## src/rtl/imem_loader.sv

```systemverilog
// ============================================================================
// Module   : imem_loader
// Purpose  : Byte-stream instruction loader; assembles big-endian words,
//            screens opcodes and writes them sequentially into imem.
// Revision : 1.0 - initial release
// ============================================================================
`default_nettype none

module imem_loader #(
  parameter int ADDR_W = 8
) (
  input  logic              clk,
  input  logic              reset,
  input  logic              start,
  input  logic [7:0]        rx_data,
  input  logic              rx_valid,
  output logic              rx_ready,
  output logic              mem_we,
  output logic [ADDR_W-1:0] mem_addr,
  output logic [31:0]       mem_wdata,
  output logic              cpu_hold,
  output logic              busy,
  output logic              done,
  output logic              error,
  output logic [1:0]        err_code,
  output logic [ADDR_W:0]   words_loaded
);

  typedef enum logic [2:0] {
    IDLE   = 3'd0,
    LEN_HI = 3'd1,
    LEN_LO = 3'd2,
    BYTE   = 3'd3,
    WRITE  = 3'd4,
    FINISH = 3'd5,
    ERROR  = 3'd6
  } state_t;

  localparam logic [16:0] CAPACITY = 17'(1) << ADDR_W;

  state_t           state, state_nx;
  logic [7:0]       len_hi;
  logic [15:0]      len;
  logic [ADDR_W:0]  idx;
  logic [1:0]       byte_cnt;
  logic [31:0]      word;
  logic             xfer;
  logic             op_ok;
  logic [15:0]      len_rx;
  logic [ADDR_W:0]  idx_inc;
  logic             len_too_big;
  logic             last_word;

  assign rx_ready    = (state == LEN_HI) || (state == LEN_LO) || (state == BYTE);
  assign busy        = rx_ready || (state == WRITE);
  assign cpu_hold    = busy || (state == ERROR);
  assign mem_we      = (state == WRITE);
  assign done        = (state == FINISH);
  assign error       = (state == ERROR);
  assign mem_addr    = idx[ADDR_W-1:0];
  assign mem_wdata   = word;

  assign xfer        = rx_valid && rx_ready;
  assign len_rx      = {len_hi, rx_data};
  assign len_too_big = {1'b0, len_rx} > CAPACITY;
  assign idx_inc     = idx + 1'b1;
  assign last_word   = ({{(15 - ADDR_W){1'b0}}, idx_inc} == len);

  // Opcodes understood by the main control decoder.
  always_comb begin
    op_ok = 1'b0;
    case (rx_data[7:2])
      6'd0, 6'd2, 6'd4, 6'd8, 6'd9, 6'd10,
      6'd12, 6'd13, 6'd14, 6'd35, 6'd43: op_ok = 1'b1;
      default:                           op_ok = 1'b0;
    endcase
  end

  always_ff @(posedge clk or posedge reset) begin
    if (reset) state <= IDLE;
    else       state <= state_nx;
  end

  always_comb begin
    state_nx = state;
    case (state)
      IDLE:    if (start) state_nx = LEN_HI;
      LEN_HI:  if (xfer) state_nx = LEN_LO;
      LEN_LO:
        if (xfer) begin
          if (len_rx == 16'd0)  state_nx = FINISH;
          else if (len_too_big) state_nx = ERROR;
          else                  state_nx = BYTE;
        end
      BYTE:
        if (xfer) begin
          if (byte_cnt == 2'd0 && !op_ok) state_nx = ERROR;
          else if (byte_cnt == 2'd3)      state_nx = WRITE;
        end
      WRITE:   state_nx = last_word ? FINISH : BYTE;
      FINISH:  state_nx = IDLE;
      ERROR:   if (start) state_nx = LEN_HI;
      default: state_nx = IDLE;
    endcase
  end

  always_ff @(posedge clk or posedge reset) begin
    if (reset) begin
      len_hi       <= '0;
      len          <= '0;
      idx          <= '0;
      byte_cnt     <= '0;
      word         <= '0;
      err_code     <= '0;
      words_loaded <= '0;
    end else begin
      case (state)
        IDLE, ERROR:
          if (start) begin
            idx          <= '0;
            byte_cnt     <= '0;
            err_code     <= '0;
            words_loaded <= '0;
          end
        LEN_HI: if (xfer) len_hi <= rx_data;
        LEN_LO:
          if (xfer) begin
            len <= len_rx;
            if (len_rx != 16'd0 && len_too_big) err_code <= 2'd2;
          end
        BYTE:
          if (xfer) begin
            // A rejected first byte is swallowed without touching the word.
            if (byte_cnt == 2'd0 && !op_ok) begin
              err_code <= 2'd1;
            end else begin
              word     <= {word[23:0], rx_data};
              byte_cnt <= byte_cnt + 2'd1;
            end
          end
        WRITE: begin
          idx          <= idx_inc;
          words_loaded <= words_loaded + 1'b1;
        end
        default: ;
      endcase
    end
  end

endmodule

`default_nettype wire

```

## config.mk

```make
export PLATFORM = sky130hd
export DESIGN_NAME = imem_loader
export DESIGN_NICKNAME = d
export VERILOG_FILES = /design/src/rtl/imem_loader.sv
export SDC_FILE = /design/constraint.sdc
export NUM_CORES = 1
export LEC_CHECK = 0
export ABC_CLOCK_PERIOD_IN_PS = 2440
export CORE_MARGIN = 2
export CORE_UTILIZATION = 40
export CTS_CLUSTER_SIZE = 14
export DETAILED_ROUTE_END_ITERATION = 8
export PLACE_DENSITY_LB_ADDON = 0.12
export SLEW_MARGIN = 20
export SYNTH_ARGS = -nofsm -noshare
export SYNTH_HDL_FRONTEND = slang
export SYNTH_SLANG_ARGS = --single-unit
export TNS_END_PERCENT = 5
```

## constraint.sdc

```tcl
create_clock -name clk -period 2.44 [get_ports clk]
set_input_delay 0.488 -clock clk [delete_from_list [all_inputs] [get_ports clk]]
set_output_delay 0.488 -clock clk [all_outputs]
set_load 0.02 [all_outputs]
```

==> implementation parameters <==
Parameter                              Value

Outcome
  Run status    completed

Min path
  Type of the worst min-delay path    register to register

STA
  Worst slew slack as a fraction of its limit    a little over three fifths
  Worst Max-Slew Pin Slew    around 550 ps
  Setup TNS    0 ps
  Worst hold slack after final layout    between 400 and 500 ps
  Final hold violation count    0
  Final period util    a little over nine tenths
  Highest achievable clock rate    approximately 420 MHz
  Post-Route Skew    between 10 and 15 ps
  Unrepaired setup endpoints after global routing    no
  Final Critical Period    2360 ps
  Post-layout worst setup margin    83.6 ps
  Final Max Tran Viols    0
  Number of endpoints failing setup at the final stage    0

Synthesis
  Number of unique standard cell types used by synthesis    54
  Count of state elements after synthesis    just over 80
  Most common cell in the netlist    dfrtp_1
  Leading area contributor after synthesis    dfrtp_1
  Syn Nets    371
  Primary FF master, synth    dfrtp_1
  Sequential cell area fraction in the yosys report    about half
  Yosys warning total    0
  Combined area of all synthesized cells    0.00396 mm2
  Ranking of synthesized cells by instance count    dfrtp_1, mux2_2, nand2_1, o21ai_0, nor2_1
  Number of synthesized flops with an enable pin    0
  Ranking of synthesized cells by area    dfrtp_1, mux2_2, o21ai_0
  Yosys top cell area share    between 50% and 60%
  Mapped Avg Cell Area    about 11 um2
  Async set or reset register ratio after synthesis    100%
  Synth Instances    about 360

GRT
  Met1 GRT Util    about a quarter
  GRT Total Usage    17.4%
  First-pass GRT wire length    around 15 mm
  Maximum number of pins on one net before global-route repair    34
  Sum of overflow across all layers after global routing    0
  Grt met3 use    a little over 3%
  Initial antenna violation count    0
  Peak-usage layer in the global routing report    met2
  Via count of the first global-routing pass    ~3000
  Met2 Resource Use GR    between 20% and 30%

Pwr
  Power after layout    between 5 and 6 mW
  Leak pwr    about 2.2 nW
  Pwr per Cell Area    1140 mW/mm2
  Worst VDD drop    around 0.5 mV

Critical path
  Cell Chain, Critical Path    nor2_2, nand2_1, inv_1, clkdlybuf4s50_1
  Critical path arrival    1870 ps
  Highest net fanout along the worst path    4
  Delay contributed by the slowest stage of the critical path    a little over 600 ps
  Cell at the slowest stage of the critical path    clkdlybuf4s50_1
  Worst setup EP type    output pin
  Data required time at the worst endpoint    slightly below 2000 ps
  Kind of start point of the critical path    register
  Kind of critical path    register to output pin

Clock tree
  Latest clock arrival within the worst-skew pair    360 ps
  Number of sinks driven by the clock tree    81
  TritonCTS buffer count    9
  Post-CTS Repair Setup Buffers    0
  H-Tree Depth    3
  Number of gates given a new drive strength after cts    3
  Clock slew at the register clock pins of the worst setup and hold paths    ~70 ps
  Worst-case clock buffer depth    2
  Hold-fix buffer count after cts    0
  CTS tree    yes
  Master cell of the clock root buffer    clkbuf_8

Final layout
  Proportion of layout cells with a drive suffix above 1    about a quarter
  Antenna cell count    0
  Count of placed standard cells in the final layout, fillers left out    between 500 and 600
  Final-stage net count    between 400 and 500
  Area added between synthesis and finish    29.3%

Floorplanning
  Height of the die    104 um
  Die footprint    roughly 0.011 mm2
  Placeable core region    0.00968 mm2
  Placement row count    36
  Width of the chip    104 um
  Initial Util    a little over 40%
  Number of I/O pins    between 60 and 70

Drt
  DRC violations left    0
  WL per Instance    ~16 um
  Post-DR vias/cell    ~5.2
  Number of DRC violations after detailed-routing iteration 0    about 130
  Detailed Routing Iterations Pass 1    4
  Number of routed nets with antenna violations    0
  Routed wire length    9.01 mm
  Routed vias    3000

Placed design
  Worst slack after detailed placement    -291 ps
  Number of buffers inserted by port buffering    68
  Routability congestion estimate from global placement    ~0.8
  Half-perimeter wire length after placement    between 6 and 7 mm
  Cell Count Post-Placement    560

Run
  Max_cap viols    0
==> path summary, 6_finish.rpt <==
kind                                  from               to  slack (ps)  depth (start not counted)
max in group asynchronous            reset           len[7]        1320                          3
max                               state[1]           mem_we          80                          4
min in group asynchronous            reset        len_hi[6]         520                          2
min                        words_loaded[8]  words_loaded[8]         490                          1
max reg2reg                         idx[1]         state[2]         190                          7
min reg2reg                words_loaded[8]  words_loaded[8]         490                          1
==> area by class of cell <==
cell class | instances | area, um2
Clock buffer | 10 | 138
Clock inverter | 6 | 41.3
Fill cell | 896 | 4570
Inverter | 13 | 52.6
Multi-Input combinational cell | 236 | 1740
Sequential cell | 81 | 2030
Tap cell | 133 | 166
Timing Repair Buffer | 97 | 950
==> placed cells by master (no fill, tap or decap), types with 2 or more instances in the layout <==
| cell | instances |
|---|---|
| a22o_1 | 2 |
| nand3_1 | 8 |
| nand2_1 | 30 |
| inv_1 | 11 |
| nor2_1 | 17 |
| o22ai_1 | 2 |
| or3_1 | 3 |
| o211ai_1 | 2 |
| a31oi_1 | 5 |
| nor4_1 | 6 |
| buf_12 | 4 |
| buf_4 | 25 |
| clkinvlp_4 | 4 |
| o21ai_0 | 30 |
| nor2b_1 | 2 |
| nand4_1 | 5 |
| ha_1 | 4 |
| clkbuf_8 | 10 |
| clkdlybuf4s50_1 | 66 |
| a21oi_1 | 5 |
| a311oi_1 | 2 |
| clkinv_2 | 2 |
| mux2_2 | 54 |
| xnor2_1 | 12 |
| nor3_2 | 2 |
| xor2_1 | 5 |
| nor3_1 | 7 |
| and3_1 | 6 |
| dfrtp_1 | 81 |
| o31ai_1 | 2 |
==> logic make-up after synthesis <==
logic type	count (synthesis)	synth area share (%)
adders and majority gates	4	1.26
DFF	81	51.2
buffers and inverters	38	4.96
AOI/OAI and AO/OA	64	10.5
muxes	55	15.6
and+or+nand+nor	96	12.7
xor gates and xnor gates	17	3.76
==> worst max-delay path: cells and delay by family (launching register included) <==
kind,cells,cell delay [ps]
buffers and inverters,2,730
DFF,1,430
and+or+nand+nor,2,350
==> state kept, by name, indices dropped and copies added (netlist names) <==
register / flops
byte_cnt: 2
mem_wdata: 32
idx: 9
len: 16
err_code: 2
len_hi: 8
words_loaded: 9
state: 3
==> per-layer routing <==
layer,vias up,share of wire (%)
met4,0,1.4
met1,1483,48
met5,-,0
met2,68,47
li1,1440,-
met3,9,3.8
==> through the flow <==
stage | util (%) | area, um2
CTS | 52.8 | 5120
finish | 52.9 | 5120
global placement | 50.9 | 4930
global route | 52.9 | 5120
floorplan | - | 3960
detailed placement | 50.9 | 4930
==> report_power, final <==
part	total, mW	switching [mW]	internal (mW)
clock	0.911	0.514	0.397
combinational	2.70	1.30	1.41
sequential	2.23	0.379	1.86
total	5.85	2.19	3.66
No activity file was read; power rests on OpenSTA's default activity.
